### src/rtl/phase_3b_derotate_pkg.sv
// Shared types and helpers for the 3-bit phase de-rotator.
// Holds the FSM state type, the default sync pattern and a reference left rotation.
package phase_pkg;

    typedef enum logic [1:0] {
        SEARCH,
        HUNT,
        PASS
    } state_e;

    localparam int unsigned BITSTREAM_DEF = 64;
    localparam logic [63:0] SYNC_WORD_DEF = 64'hF0E1_D2C3_B4A5_9687;

    // Inverse of the transmit-side right rotation by k.
    function automatic logic [63:0] rotl(input logic [63:0] x, input logic [2:0] k);
        logic [63:0] y;
        y = x;
        if (k != 3'd0) begin
            y = (x << k) | (x >> (7'd64 - {4'd0, k}));
        end
        return y;
    endfunction

endpackage

### src/rtl/phase_3b_derotate_if.sv
// Streaming bus for the de-rotator: rotated words in, recovered payload words out.
// master drives the input side and consumes the output side; slave is the block.
interface phase_3b_derotate_if #(
    parameter int unsigned W = 64
) ();

    logic         in_valid;
    logic         in_ready;
    logic [W-1:0] in_bits;
    logic         out_valid;
    logic         out_ready;
    logic [W-1:0] out_bits;
    logic         out_last;

    modport master (
        output in_valid, in_bits, out_ready,
        input  in_ready, out_valid, out_bits, out_last
    );

    modport slave (
        input  in_valid, in_bits, out_ready,
        output in_ready, out_valid, out_bits, out_last
    );

endinterface

### src/rtl/phase_3b_derotate_rotl.sv
// Combinational left rotator by a 3-bit amount.
module phase_3b_rotl
    import phase_pkg::*;
#(
    parameter int unsigned BITSTREAM = BITSTREAM_DEF
) (
    input  logic [BITSTREAM-1:0] x_i,
    input  logic [2:0]           k_i,
    output logic [BITSTREAM-1:0] y_o
);

    always_comb begin
        y_o = x_i;
        if (k_i != 3'd0) begin
            y_o = (x_i << k_i) | (x_i >> (BITSTREAM - 32'(k_i)));
        end
    end

endmodule

### src/rtl/phase_3b_derotate.sv
// Receive-side phase de-rotator: hunts the sync word to recover the rotation k,
// then left-rotates each payload beat of the frame through a single output register.
module phase_3b_derotate
    import phase_pkg::*;
#(
    parameter int unsigned          BITSTREAM = BITSTREAM_DEF,
    parameter logic [BITSTREAM-1:0] SYNC_WORD = BITSTREAM'(SYNC_WORD_DEF),
    parameter int unsigned          FRAME_LEN = 16
) (
    input  logic                 clk,
    input  logic                 rst_n,
    phase_3b_derotate_if.slave   bus,
    output logic [2:0]           k_found,
    output logic                 locked,
    output logic                 sync_err
);

    localparam int unsigned     CW        = $clog2(FRAME_LEN + 1);
    localparam logic [CW-1:0]   LAST_BEAT = CW'(FRAME_LEN - 1);

    state_e                 state_q;
    logic [2:0]             cand_q;
    logic [BITSTREAM-1:0]   cap_q;
    logic [2:0]             k_q;
    logic [CW-1:0]          cnt_q;
    logic                   ov_q;
    logic [BITSTREAM-1:0]   ob_q;
    logic                   ol_q;
    logic                   err_q;
    logic                   rdy_en_q;

    logic [BITSTREAM-1:0]   hunt_rot;
    logic [BITSTREAM-1:0]   pay_rot;
    logic                   in_ready;
    logic                   in_xfer;
    logic                   out_xfer;

    phase_3b_rotl #(.BITSTREAM(BITSTREAM)) u_rotl_hunt (
        .x_i (cap_q),
        .k_i (cand_q),
        .y_o (hunt_rot)
    );

    phase_3b_rotl #(.BITSTREAM(BITSTREAM)) u_rotl_pay (
        .x_i (bus.in_bits),
        .k_i (k_q),
        .y_o (pay_rot)
    );

    // rdy_en_q keeps in_ready low while reset is asserted; the output register
    // must be empty or draining before any new word (sync or payload) is taken.
    always_comb begin
        in_ready = rdy_en_q & (state_q != HUNT) & (~ov_q | bus.out_ready);
        in_xfer  = bus.in_valid & in_ready;
        out_xfer = ov_q & bus.out_ready;
    end

    always_ff @(posedge clk or negedge rst_n) begin
        if (!rst_n) begin
            state_q  <= SEARCH;
            cand_q   <= '0;
            cap_q    <= '0;
            k_q      <= '0;
            cnt_q    <= '0;
            ov_q     <= 1'b0;
            ob_q     <= '0;
            ol_q     <= 1'b0;
            err_q    <= 1'b0;
            rdy_en_q <= 1'b0;
        end else begin
            rdy_en_q <= 1'b1;
            err_q    <= 1'b0;
            if (out_xfer) begin
                ov_q <= 1'b0;
                ol_q <= 1'b0;
            end
            case (state_q)
                SEARCH: begin
                    if (in_xfer) begin
                        cap_q   <= bus.in_bits;
                        cand_q  <= '0;
                        state_q <= HUNT;
                    end
                end
                HUNT: begin
                    if (hunt_rot == SYNC_WORD) begin
                        k_q     <= cand_q;
                        cnt_q   <= '0;
                        state_q <= PASS;
                    end else if (cand_q == 3'd7) begin
                        err_q   <= 1'b1;
                        state_q <= SEARCH;
                    end else begin
                        cand_q <= cand_q + 3'd1;
                    end
                end
                PASS: begin
                    // A new load overrides the drain clear above, so a simultaneous
                    // in/out transfer keeps out_valid high.
                    if (in_xfer) begin
                        ob_q <= pay_rot;
                        ov_q <= 1'b1;
                        ol_q <= (cnt_q == LAST_BEAT);
                        if (cnt_q == LAST_BEAT) begin
                            cnt_q   <= '0;
                            state_q <= SEARCH;
                        end else begin
                            cnt_q <= cnt_q + CW'(1);
                        end
                    end
                end
                default: state_q <= SEARCH;
            endcase
        end
    end

    assign bus.in_ready  = in_ready;
    assign bus.out_valid = ov_q;
    assign bus.out_bits  = ob_q;
    assign bus.out_last  = ol_q;
    assign k_found       = k_q;
    assign locked        = (state_q == PASS);
    assign sync_err      = err_q;

endmodule

### src/flat_wrapper.sv
// flat-port wrapper written by rule: the top's interface ports become plain ports
module phase_3b_derotate_flat import phase_pkg::*;
#(
    parameter int unsigned          BITSTREAM = BITSTREAM_DEF,
    parameter logic [BITSTREAM-1:0] SYNC_WORD = BITSTREAM'(SYNC_WORD_DEF),
    parameter int unsigned          FRAME_LEN = 16
)
  (clk, rst_n, k_found, locked, sync_err, bus_in_valid, bus_in_bits, bus_out_ready, bus_in_ready, bus_out_valid, bus_out_bits, bus_out_last);
  phase_3b_derotate_if #(.W(64)) bus_i ();
  input  logic clk;
  input  logic rst_n;
  output logic [2:0] k_found;
  output logic locked;
  output logic sync_err;
  input wire logic [$bits(bus_i.in_valid)-1:0] bus_in_valid;
  input wire logic [$bits(bus_i.in_bits)-1:0] bus_in_bits;
  input wire logic [$bits(bus_i.out_ready)-1:0] bus_out_ready;
  output wire logic [$bits(bus_i.in_ready)-1:0] bus_in_ready;
  output wire logic [$bits(bus_i.out_valid)-1:0] bus_out_valid;
  output wire logic [$bits(bus_i.out_bits)-1:0] bus_out_bits;
  output wire logic [$bits(bus_i.out_last)-1:0] bus_out_last;
  assign bus_i.in_valid = bus_in_valid;
  assign bus_i.in_bits = bus_in_bits;
  assign bus_i.out_ready = bus_out_ready;
  assign bus_in_ready = bus_i.in_ready;
  assign bus_out_valid = bus_i.out_valid;
  assign bus_out_bits = bus_i.out_bits;
  assign bus_out_last = bus_i.out_last;
  phase_3b_derotate #(.BITSTREAM(BITSTREAM), .SYNC_WORD(SYNC_WORD), .FRAME_LEN(FRAME_LEN)) u_core (.clk(clk), .rst_n(rst_n), .bus(bus_i), .k_found(k_found), .locked(locked), .sync_err(sync_err));
endmodule
### config.mk
export PLATFORM = sky130hd
export DESIGN_NAME = phase_3b_derotate_flat
export DESIGN_NICKNAME = d
export VERILOG_FILES = /design/src/rtl/phase_3b_derotate_pkg.sv /design/src/rtl/phase_3b_derotate_if.sv /design/src/rtl/phase_3b_derotate_rotl.sv /design/src/rtl/phase_3b_derotate.sv /design/src/flat_wrapper.sv
export SDC_FILE = /design/constraint.sdc
export NUM_CORES = 1
export LEC_CHECK = 0
export CORE_ASPECT_RATIO = 0.5
export CORE_MARGIN = 5
export CORE_UTILIZATION = 54
export DETAILED_ROUTE_END_ITERATION = 8
export MAX_ROUTING_LAYER = met4
export PLACE_DENSITY = 0.79
export SLEW_MARGIN = 20
export SYNTH_ARGS = -nofsm -noshare
export SYNTH_HDL_FRONTEND = slang
export SYNTH_SLANG_ARGS = --single-unit
### constraint.sdc
create_clock -name clk -period 4.5 [get_ports clk]
set_clock_uncertainty 0.05 [all_clocks]
set_input_delay 0.675 -clock clk [delete_from_list [all_inputs] [get_ports clk]]
set_output_delay 0.675 -clock clk [all_outputs]
set_load 0.1 [all_outputs]
Word-level counts from Yosys, hierarchy flattened
Cells that the tools add are included.
{"block": "totals", "reg_bits": 145, "out_inout_bits": 72, "word_cells": 75, "inputBits": 68}
{"block": "classes", "reduce_logical": 11, "n_addsub": 4, "shifts": 4, "n_eq_ne": 13, "mux": 25, "n_bitwise": 8}
{"cell": "$mux 64", "n": 2}
{"cell": "$or 64x64->64", "n": 2}
{"cell": "$shl 64x3->64", "n": 2}
{"cell": "$shr 64x32->64", "n": 2}
{"cell": "$eq 64x64->1 const B", "n": 1}
{"cell": "$sub 7x3->8 const A", "n": 2}
{"cell": "$mux 5", "n": 3}
{"cell": "$mux 2", "n": 5}
{"cell": "$ne 2x1->1 const B", "n": 5}
{"cell": "$pmux 5 s2", "n": 1}
{"cell": "$mux 1", "n": 9}
{"cell": "$mux 3", "n": 3}
{"cell": "$reduce_and 4->1", "n": 2}
{"cell": "$pmux 2 s3", "n": 1}
{"cell": "$pmux 3 s2", "n": 1}
{"cell": "$reduce_and 2->1", "n": 3}
{"cell": "$reduce_bool 3->1", "n": 2}
{"cell": "$add 5x1->5 const B", "n": 1}
{"cell": "$eq 5x4->1 const B", "n": 1}
{"cell": "$and 1x1->1", "n": 4}
{"cell": "$ne 2x2->1 const B", "n": 2}
{"cell": "$reduce_bool 2->1", "n": 2}
{"cell": "$add 3x1->3 const B", "n": 1}
{"cell": "$eq 3x3->1 const B", "n": 1}
{"cell": "other kinds (7)", "n": 7}

Depth between registers and ports, before layout
Gate-level depths: netlist of the first run.
{"block": "depth", "ltp_word": 7, "mapped_depth": 17, "depth_no_buf": 12}

Hierarchy
From an unflattened synthesis of the first run, not the netlist that was laid out.
{"block": "unflattened", "hier_cells": 1562, "hier_area_um2": 14889.3}
{"mod": "phase_3b_rotl", "area_per_inst_um2": 4535.6, "cells_each": 525, "seq_area_each_um2": 0.0, "instances": 2}
{"mod": "phase_3b_derotate", "area_per_inst_um2": 5818.1, "cells_each": 512, "seq_area_each_um2": 3628.5, "instances": 1}

Least setup slack after synthesis of the first run
OpenSTA, ideal clock, no wires.
{"block": "synth_timing", "path_kind": "flip-flop to flip-flop", "startpoint": "register u_core.ov_q, in the netlist u_core.bus.out_valid", "endpoint": "register u_core.cnt_q[3]", "arrival_ps": 4645, "stages_incl_launch_ff": 9, "setup_ps": 110, "path_slack_ps": -305, "synth_period_minus_slack_ps": 4805, "t_required_ps": 4340, "path_buffers": 3, "path_cell_list": "dfrtp_1 -> nor2b_1 -> nor3b_1 -> and2_1 -> clkbuf_1 -> nand2_1 -> buf_4 -> clkbuf_1 -> o41ai_1"}
{"block": "synth_between", "elab_chain_len": 6}
{"item": "from (decl)", "line_no": "phase_3b_derotate.sv:26", "rtl": "logic ov_q;"}
{"item": "from (signal assigned)", "line_no": "phase_3b_derotate.sv:65", "rtl": "ov_q <= 1'b0;"}
{"item": "from (signal assigned)", "line_no": "phase_3b_derotate.sv:74", "rtl": "ov_q <= 1'b0;"}
{"item": "from (signal assigned)", "line_no": "phase_3b_derotate.sv:102", "rtl": "ov_q <= 1'b1;"}
{"item": "$not 1->1", "line_no": "phase_3b_derotate.sv:53", "rtl": "in_ready = rdy_en_q & (state_q != HUNT) & (~ov_q | bus.out_ready);"}
{"item": "$or 1x1->1", "line_no": "phase_3b_derotate.sv:53"}
{"item": "$and 1x1->1", "line_no": "phase_3b_derotate.sv:53"}
{"item": "net bus_in_ready", "line_no": "flat_wrapper.sv:18", "rtl": "output wire logic [$bits(bus_i.in_ready)-1:0] bus_in_ready;"}
{"item": "$and 1x1->1", "line_no": "phase_3b_derotate.sv:54", "rtl": "in_xfer = bus.in_valid & in_ready;"}
{"item": "$ne 2x1->1 (no line)"}
{"item": "$reduce_and 3->1 (no line)"}
{"item": "to (signal assigned)", "line_no": "phase_3b_derotate.sv:108", "rtl": "cnt_q <= cnt_q + CW'(1);"}
{"item": "to (decl)", "line_no": "phase_3b_derotate.sv:25", "rtl": "logic [CW-1:0] cnt_q;"}
The timed path passes the listed nets, and every way through them passes these cells.
A chain may end at the register's enable or synchronous reset.

Worst setup path after layout of the first run
{"block": "layout_timing", "startpoint": "register u_core.cand_q[0]", "endpoint": "register u_core.cnt_q[0]"}
{"block": "layout_between", "elab_chain_len": 7, "word_cells_on_any_way": 9, "cone_classes": "add/sub (1); eq/ne (2); shift (2); mux (1); bitwise (1); reduce/logical (2)"}
{"item": "from (decl)", "line_no": "phase_3b_derotate.sv:22", "rtl": "logic [2:0] cand_q;"}
{"item": "from (signal assigned)", "line_no": "phase_3b_derotate.sv:94", "rtl": "cand_q <= cand_q + 3'd1;"}
{"item": "$sub 7x3->8", "line_no": "phase_3b_derotate_rotl.sv:15", "rtl": "y_o = (x_i << k_i) | (x_i >> (BITSTREAM - 32'(k_i)));"}
{"item": "$shr 64x32->64", "line_no": "phase_3b_derotate_rotl.sv:15"}
{"item": "$or 64x64->64", "line_no": "phase_3b_derotate_rotl.sv:15"}
{"item": "$mux 64 *", "line_no": "phase_3b_derotate_rotl.sv:14", "rtl": "if (k_i != 3'd0) begin"}
{"item": "$eq 64x64->1 *", "line_no": "phase_3b_derotate.sv:86", "rtl": "if (hunt_rot == SYNC_WORD) begin"}
{"item": "$ne 2x1->1 (no line) *"}
{"item": "$reduce_and 3->1 (no line) *"}
Mark *: on every way between the ends. The rest lies on a longest branch, timed or not.

==> results_dict.tcl, run 1 <==
set metrics [dict create \
    synth_area_mm2 0.0142 \
    drt-met1-wl_um 22400 \
    instances_no_fill 1991 \
    cts_max_level 4 \
    slew_viol_final 0 \
    async_reset_ff_share_pct 100 \
    num_rows 41 \
    setup.worst_path.class "reg2reg" \
    crit_required_ns 4.78 \
    syn_area_per_cell_um2 8.84 \
    wire_per_inst_um 26.7 \
    clkTransAtPathRegs_ns 0.07 \
    fin_util_pct 63.5 \
    crit_chain "buf_12 > buf_4 > mux2_1 > nor4_1 > o311ai_0 > o31a_1 > nor3_1 > a311oi_1 > or4_4 > a21o_1 > mux2_4" \
    antenna_cells 0 \
    grt_usage_pct 35.8 \
    die_area_mm2 0.0298 \
    start_util_pct 55.5 \
    core_mm2 0.0255 \
    grt_max_degree 103 \
    wl_met2_um 22900 \
    die_h_um 125 \
    cts_setup_buffers 0 \
    first_global_vias 13300 \
    drc_errors 0 \
    cts_buffers 17 \
    maxCapViolations 0 \
    min_path_type "in2async" \
    dpl.hpwl_um 38200 \
    io_buffers 139 \
    ys_seq_elements 145 \
    grt-ovfl-total 0 \
    cp-startpoint "u_core.cand_q[0]" \
    r2r-start "u_core.cand_q[0]" \
    rsz0062_at_grt "no" \
    path_buf_inv 2 \
    synth_most_common_cell "nand2_1" \
    ys.warnings.count 0 \
    dr_total_vias 14000 \
    setup_viol_count_final 0 \
    yosysSeqAreaShare_pct 25.6 \
    cts_hold_buf 0 \
    ir_worst_vdd_uv 559 \
    synth_largest_area_cell "dfrtp_1" \
    synthTopCellsByCount "nand2_1, dfrtp_1, a21oi_1" \
    fillers 2199 \
    synth_area_leaders "dfrtp_1, mux4_2, mux2i_1, mux2_2, nand2_1" \
    syn-instance-count 1604 \
    crit_slowest_cell "or4_4" \
    yosys_most_used_dff "dfrtp_1" \
    p_leak_nw 6.23 \
    antenna_found_initial 1 \
    fin_crit_sh_pct 91.5 \
    clock-root-buffer "clkbuf_16" \
    start_kind "flip-flop" \
    die_w_um 239 \
    crit_path_max_fanout 56 \
    hold_viol 0 \
    cts.sink_count 145 \
    max_stage_delay_ns 0.60 \
    dr.first_iter.drc_count 2034 \
    cts_tree "done" \
    outcome "complete, no violations" \
    drt_wl_total_um 53200 \
    synth.top_cell.area_share_pct 25.6 \
    netlist-cell-type-count 85 \
    cts.repair.resized 0 \
    tns_ns 0 \
    crit_family "simple AND/OR/NAND/NOR gates" \
    drt_first_pass_iters 6 \
    worstSetupEndpointType "flip-flop" \
    layout-drive-gt1-share_pct 17.9 \
    avgViaCountPerCell 7.05 \
    gp_congestion 1.04 \
    area_delta_synth_final_pct 14.4 \
    regToRegSetupSlack_ns 0.38 \
    synth_edf_count 0 \
    dp.cells 1959 \
    nets 1712 \
    powerDensity_mw_per_mm2 803 \
    cts.path.max_buffers 2 \
    maxSlewHeadroom_pct 28.7 \
    synthesis.nets 1682 \
    fmax_ghz 0.243 \
    wl_met3_um 6380 \
    ios 140 \
    top_layer "met4" \
    clk_latency_ns 0.44 \
    ant_nets 0 \
    arrival_ns 4.40 \
    worst_slew_pin_slew_ns 1.07 \
    fin_crit_ns 4.12 \
    grt_first_pass_wirelength_um 81700 \
]
-- stage by stage --
step	cell area [um^2]	power [mW]	setup WS, ns	hold slack, ns
after CTS	16200	12.9	0.422	0.260
final	16200	13.0	0.381	0.227
after detailed placement	15600	11.4	0.430	0.419
after global routing	16200	13.6	0.0746	0.286
after floorplan	14200	9.11	0.184	0.329
after global placement	15600	11.3	0.550	0.417
-- cells in the final DEF (no fill, tap or decap), types with 6 or more instances in the layout --
master           Yosys  layout
a211oi_1            55      55
a21oi_1            139     139
a221oi_1            11      11
a31oi_1             13      13
and2_1              15      15
and3_1               9       9
buf_4                9      46
clkbuf_16            0      17
clkdlybuf4s50_1      0     137
dfrtp_1            145     140
ha_1                10       7
inv_1               14      13
mux2_1               9       9
mux2_2              97      97
mux2i_1            134     134
mux4_2              87      87
nand2_1            193     191
nand2b_1            11      11
nand3_1             19      19
nor2_1             126     126
nor2b_1             20      20
nor3_1              45      45
nor4_1              15      15
nor4bb_1             6       6
o211ai_1            12      12
o21ai_0            122     122
o21ai_1              8       8
o22ai_1              6       6
o31a_1               6       6
-- final timing paths --
path	to	depth (start not counted)
hold reg to reg	u_core.cnt_q[4]	1
min in group clk	u_core.cnt_q[4]	1
max in group asynchronous	u_core.bus.out_bits[18]	2
hold / removal	u_core.bus.out_bits[43]	1
setup / recovery	u_core.cnt_q[0]	11
setup reg to reg	u_core.cnt_q[0]	11
-- final cells by class --
cell class / instances / area (um^2) / share of cell area, %
clock buffers: 18 / 439 / 2.71
clock inverters: 14 / 173 / 1.06
inverters: 17 / 63.8 / 0.394
multi-input cells: 1265 / 9660 / 59.6
flip-flops and latches: 145 / 3640 / 22.4
well taps: 344 / 430 / 2.65
repair buffers: 188 / 1810 / 11.2
-- sequential cells by signal (all words and copies together), names as in the netlist --
signal	count
u_core.bus.out_valid	1
u_core.bus.out_bits	64
u_core.sync_err	1
u_core.rdy_en_q	1
u_core.cnt_q	5
u_core.cap_q	64
u_core.bus.out_last	1
u_core.cand_q	3
u_core.k_found	3
u_core.state_q	2
-- logic make-up (layout without fill, tap and decap cells) --
| group | after synthesis | count (layout) | share of synthesized area, % |
|---|---|---|---|
| buffers and inverters | 194 | 237 | 6.50 |
| AND/OR/NAND/NOR | 492 | 492 | 16.2 |
| flip-flops | 145 | 145 | 25.6 |
| multiplexers | 328 | 328 | 31.8 |
| adder cells (fa/ha/maj) | 10 | 10 | 0.883 |
| other | 1 | 1 | 0.0265 |
| AO/OA/AOI/OAI | 434 | 434 | 19.0 |
-- layer usage --
layer  up-vias  GRT usage [%]
li1       6087              -
met1      6821           51.4
met2       953           51.1
met3       167           8.94
met4         0           8.95
met5         -              -
-- report_power, final --
| group | internal [mW] | leakage [nW] | switching [mW] |
|---|---|---|---|
| registers | 1.89 | 1.79 | 1.05 |
| clock network | 0.853 | 0.295 | 0.643 |
| logic | 3.30 | 4.15 | 5.27 |
| total | 6.04 | 6.23 | 6.97 |
No activity file was read; power rests on OpenSTA's default activity.
==> run 2, diff against run 1 <==
--- a/config.mk
+++ b/config.mk
@@ -10,7 +10,7 @@
 export CORE_UTILIZATION = 54
 export DETAILED_ROUTE_END_ITERATION = 8
 export MAX_ROUTING_LAYER = met4
-export PLACE_DENSITY = 0.79
+export PLACE_DENSITY = 0.87
 export SLEW_MARGIN = 20
 export SYNTH_ARGS = -nofsm -noshare
 export SYNTH_HDL_FRONTEND = slang
==> run 2 against run 1 <==
  * Clock power is 9% higher
  * First-iteration DRC count is 39% higher
  * Setup slack better by 0.16 ns
  * Core utilization is 0.30 points lower
  * Fmax is 4.1% higher
  * Sequential share of layout area is 0.11 points higher
  * Non-clock buffer count is 17 lower
  * Via count stayed put
  * Register-to-register slack better by 0.16 ns
  * Final cell count is 0.65% lower
  * Total power is 0.90% lower
==> results_dict.tcl, run 2 (synthesis gave the netlist of run 1 again) <==
set metrics [dict create \
    area_delta_synth_final_pct 13.8 \
    core_mm2 0.0255 \
    cts.repair.resized 0 \
    worst_slew_pin_slew_ns 1.07 \
    cts_tree "done" \
    crit_path_max_fanout 121 \
    layout-drive-gt1-share_pct 17.0 \
    outcome "complete, no violations" \
    tns_ns 0 \
    maxSlewHeadroom_pct 28.8 \
    clock-root-buffer "clkbuf_16" \
    grt.busiest_layer "met2" \
    ir_worst_vdd_uv 420 \
    ant_nets 0 \
    use_met3_pct 8.41 \
    start_kind "flip-flop" \
    io_buffers 139 \
    p_total_mw 12.9 \
    dr.first_iter.drc_count 2832 \
    setup.worst_path.class "reg2reg" \
    hold_viol 0 \
    crit_chain "buf_12 > mux2_1 > a2111oi_0 > a31oi_1 > nor4bb_1 > o2111a_2 > a211oi_2 > or4_4 > a21o_1 > mux2_4" \
    setup_viol_count_final 0 \
    crit_slowest_cell "or4_4" \
    cts_setup_buffers 0 \
    grt_first_pass_wirelength_um 77100 \
    powerDensity_mw_per_mm2 799 \
    grt_max_degree 122 \
    wire_per_inst_um 25.0 \
    dpl.hpwl_um 33900 \
    p_leak_nw 6.17 \
    slew_viol_final 0 \
    cts.path.max_buffers 2 \
    die_area_mm2 0.0298 \
    drt_first_pass_iters 7 \
    ios 140 \
    max_stage_delay_ns 0.56 \
    maxCapViolations 0 \
    die_w_um 239 \
    cts_hold_buf 0 \
    die_h_um 125 \
    avgViaCountPerCell 7.09 \
    use_met1_pct 44.8 \
    clk_latency_ns 0.44 \
    fmax_ghz 0.253 \
    grt_usage_pct 33.1 \
    cts_buffers 17 \
    antenna_found_initial 2 \
    path_buf_inv 1 \
    final_common_cell "nand2_1" \
    arrival_ns 4.22 \
    drt_wl_total_um 49500 \
    cts.sink_count 145 \
    num_rows 41 \
    cts_max_level 4 \
    final_cell_mix "nand2_1, dfrtp_1, a21oi_1, clkdlybuf4s50_1, mux2i_1" \
    worstSetupEndpointType "flip-flop" \
    nets 1695 \
    fin_crit_ns 3.96 \
    grt-ovfl-total 0 \
    crit_required_ns 4.77 \
    dr_total_vias 14000 \
    crit_family "compound AO/OA/AOI/OAI gates" \
    min_path_type "in2async" \
    clkTransAtPathRegs_ns 0.06 \
    met2_usage_pct 48.4 \
    fin_crit_sh_pct 87.9 \
    first_global_vias 13100 \
    rsz0062_at_grt "no" \
    drc_errors 0 \
    gp_congestion 1.02 \
    start_util_pct 55.5 \
]
-- run 2: final cells by class --
type | count | area, um^2
timing repair buffer | 171 | 1670
fill | 2017 | 9410
tap | 344 | 430
sequential | 145 | 3640
antenna | 4 | 10.0
multi-input combinational | 1265 | 9660
clock buffer | 18 | 439
inverter | 17 | 63.8
clock inverter | 14 | 226
-- run 2: power by group --
| part | switching (mW) | total (mW) | leakage (nW) | internal, mW |
|---|---|---|---|---|
| Sequential | 1.17 | 3.05 | 1.79 | 1.88 |
| Clock | 0.622 | 1.63 | 0.318 | 1.01 |
| Combinational | 5.03 | 8.21 | 4.06 | 3.18 |
| Total | 6.82 | 12.9 | 6.17 | 6.07 |
-- run 2: per-layer routing --
metal  wire length (um)  vias to the layer above  share of wire, %
li1                   -                     6046                 -
met1              19100                     6645                39
met2              21600                     1063                44
met3               6390                      274                13
met4               2390                        0               4.8
met5                  0                        -                 0
-- run 2: worst paths after layout --
check,from,to,slack [ns],cells past startpoint
max in group asynchronous,rst_n,u_core.bus.out_bits[17],3.21,2
worst max register to register,u_core.cand_q[0],u_core.cnt_q[0],0.54,10
worst min register to register,u_core.cnt_q[4],u_core.cnt_q[4],0.43,1
min in group clk,u_core.cnt_q[4],u_core.cnt_q[4],0.43,1
worst max-delay path,u_core.cand_q[0],u_core.cnt_q[0],0.54,10
worst min-delay path,rst_n,u_core.bus.out_bits[41],0.21,1
-- run 2: metrics by stage --
step	utilization (%)	instances	hold slack, ns	setup WS [ns]	instance area [um^2]
floorplan	-	1604	0.329	0.184	14200
global placement	60.5	1942	0.412	0.657	15500
detailed placement	60.5	1942	0.415	0.591	15500
CTS	63.1	1974	0.265	0.566	16100
global route	63.2	1977	0.285	0.335	16100
finish	63.2	1978	0.213	0.543	16100
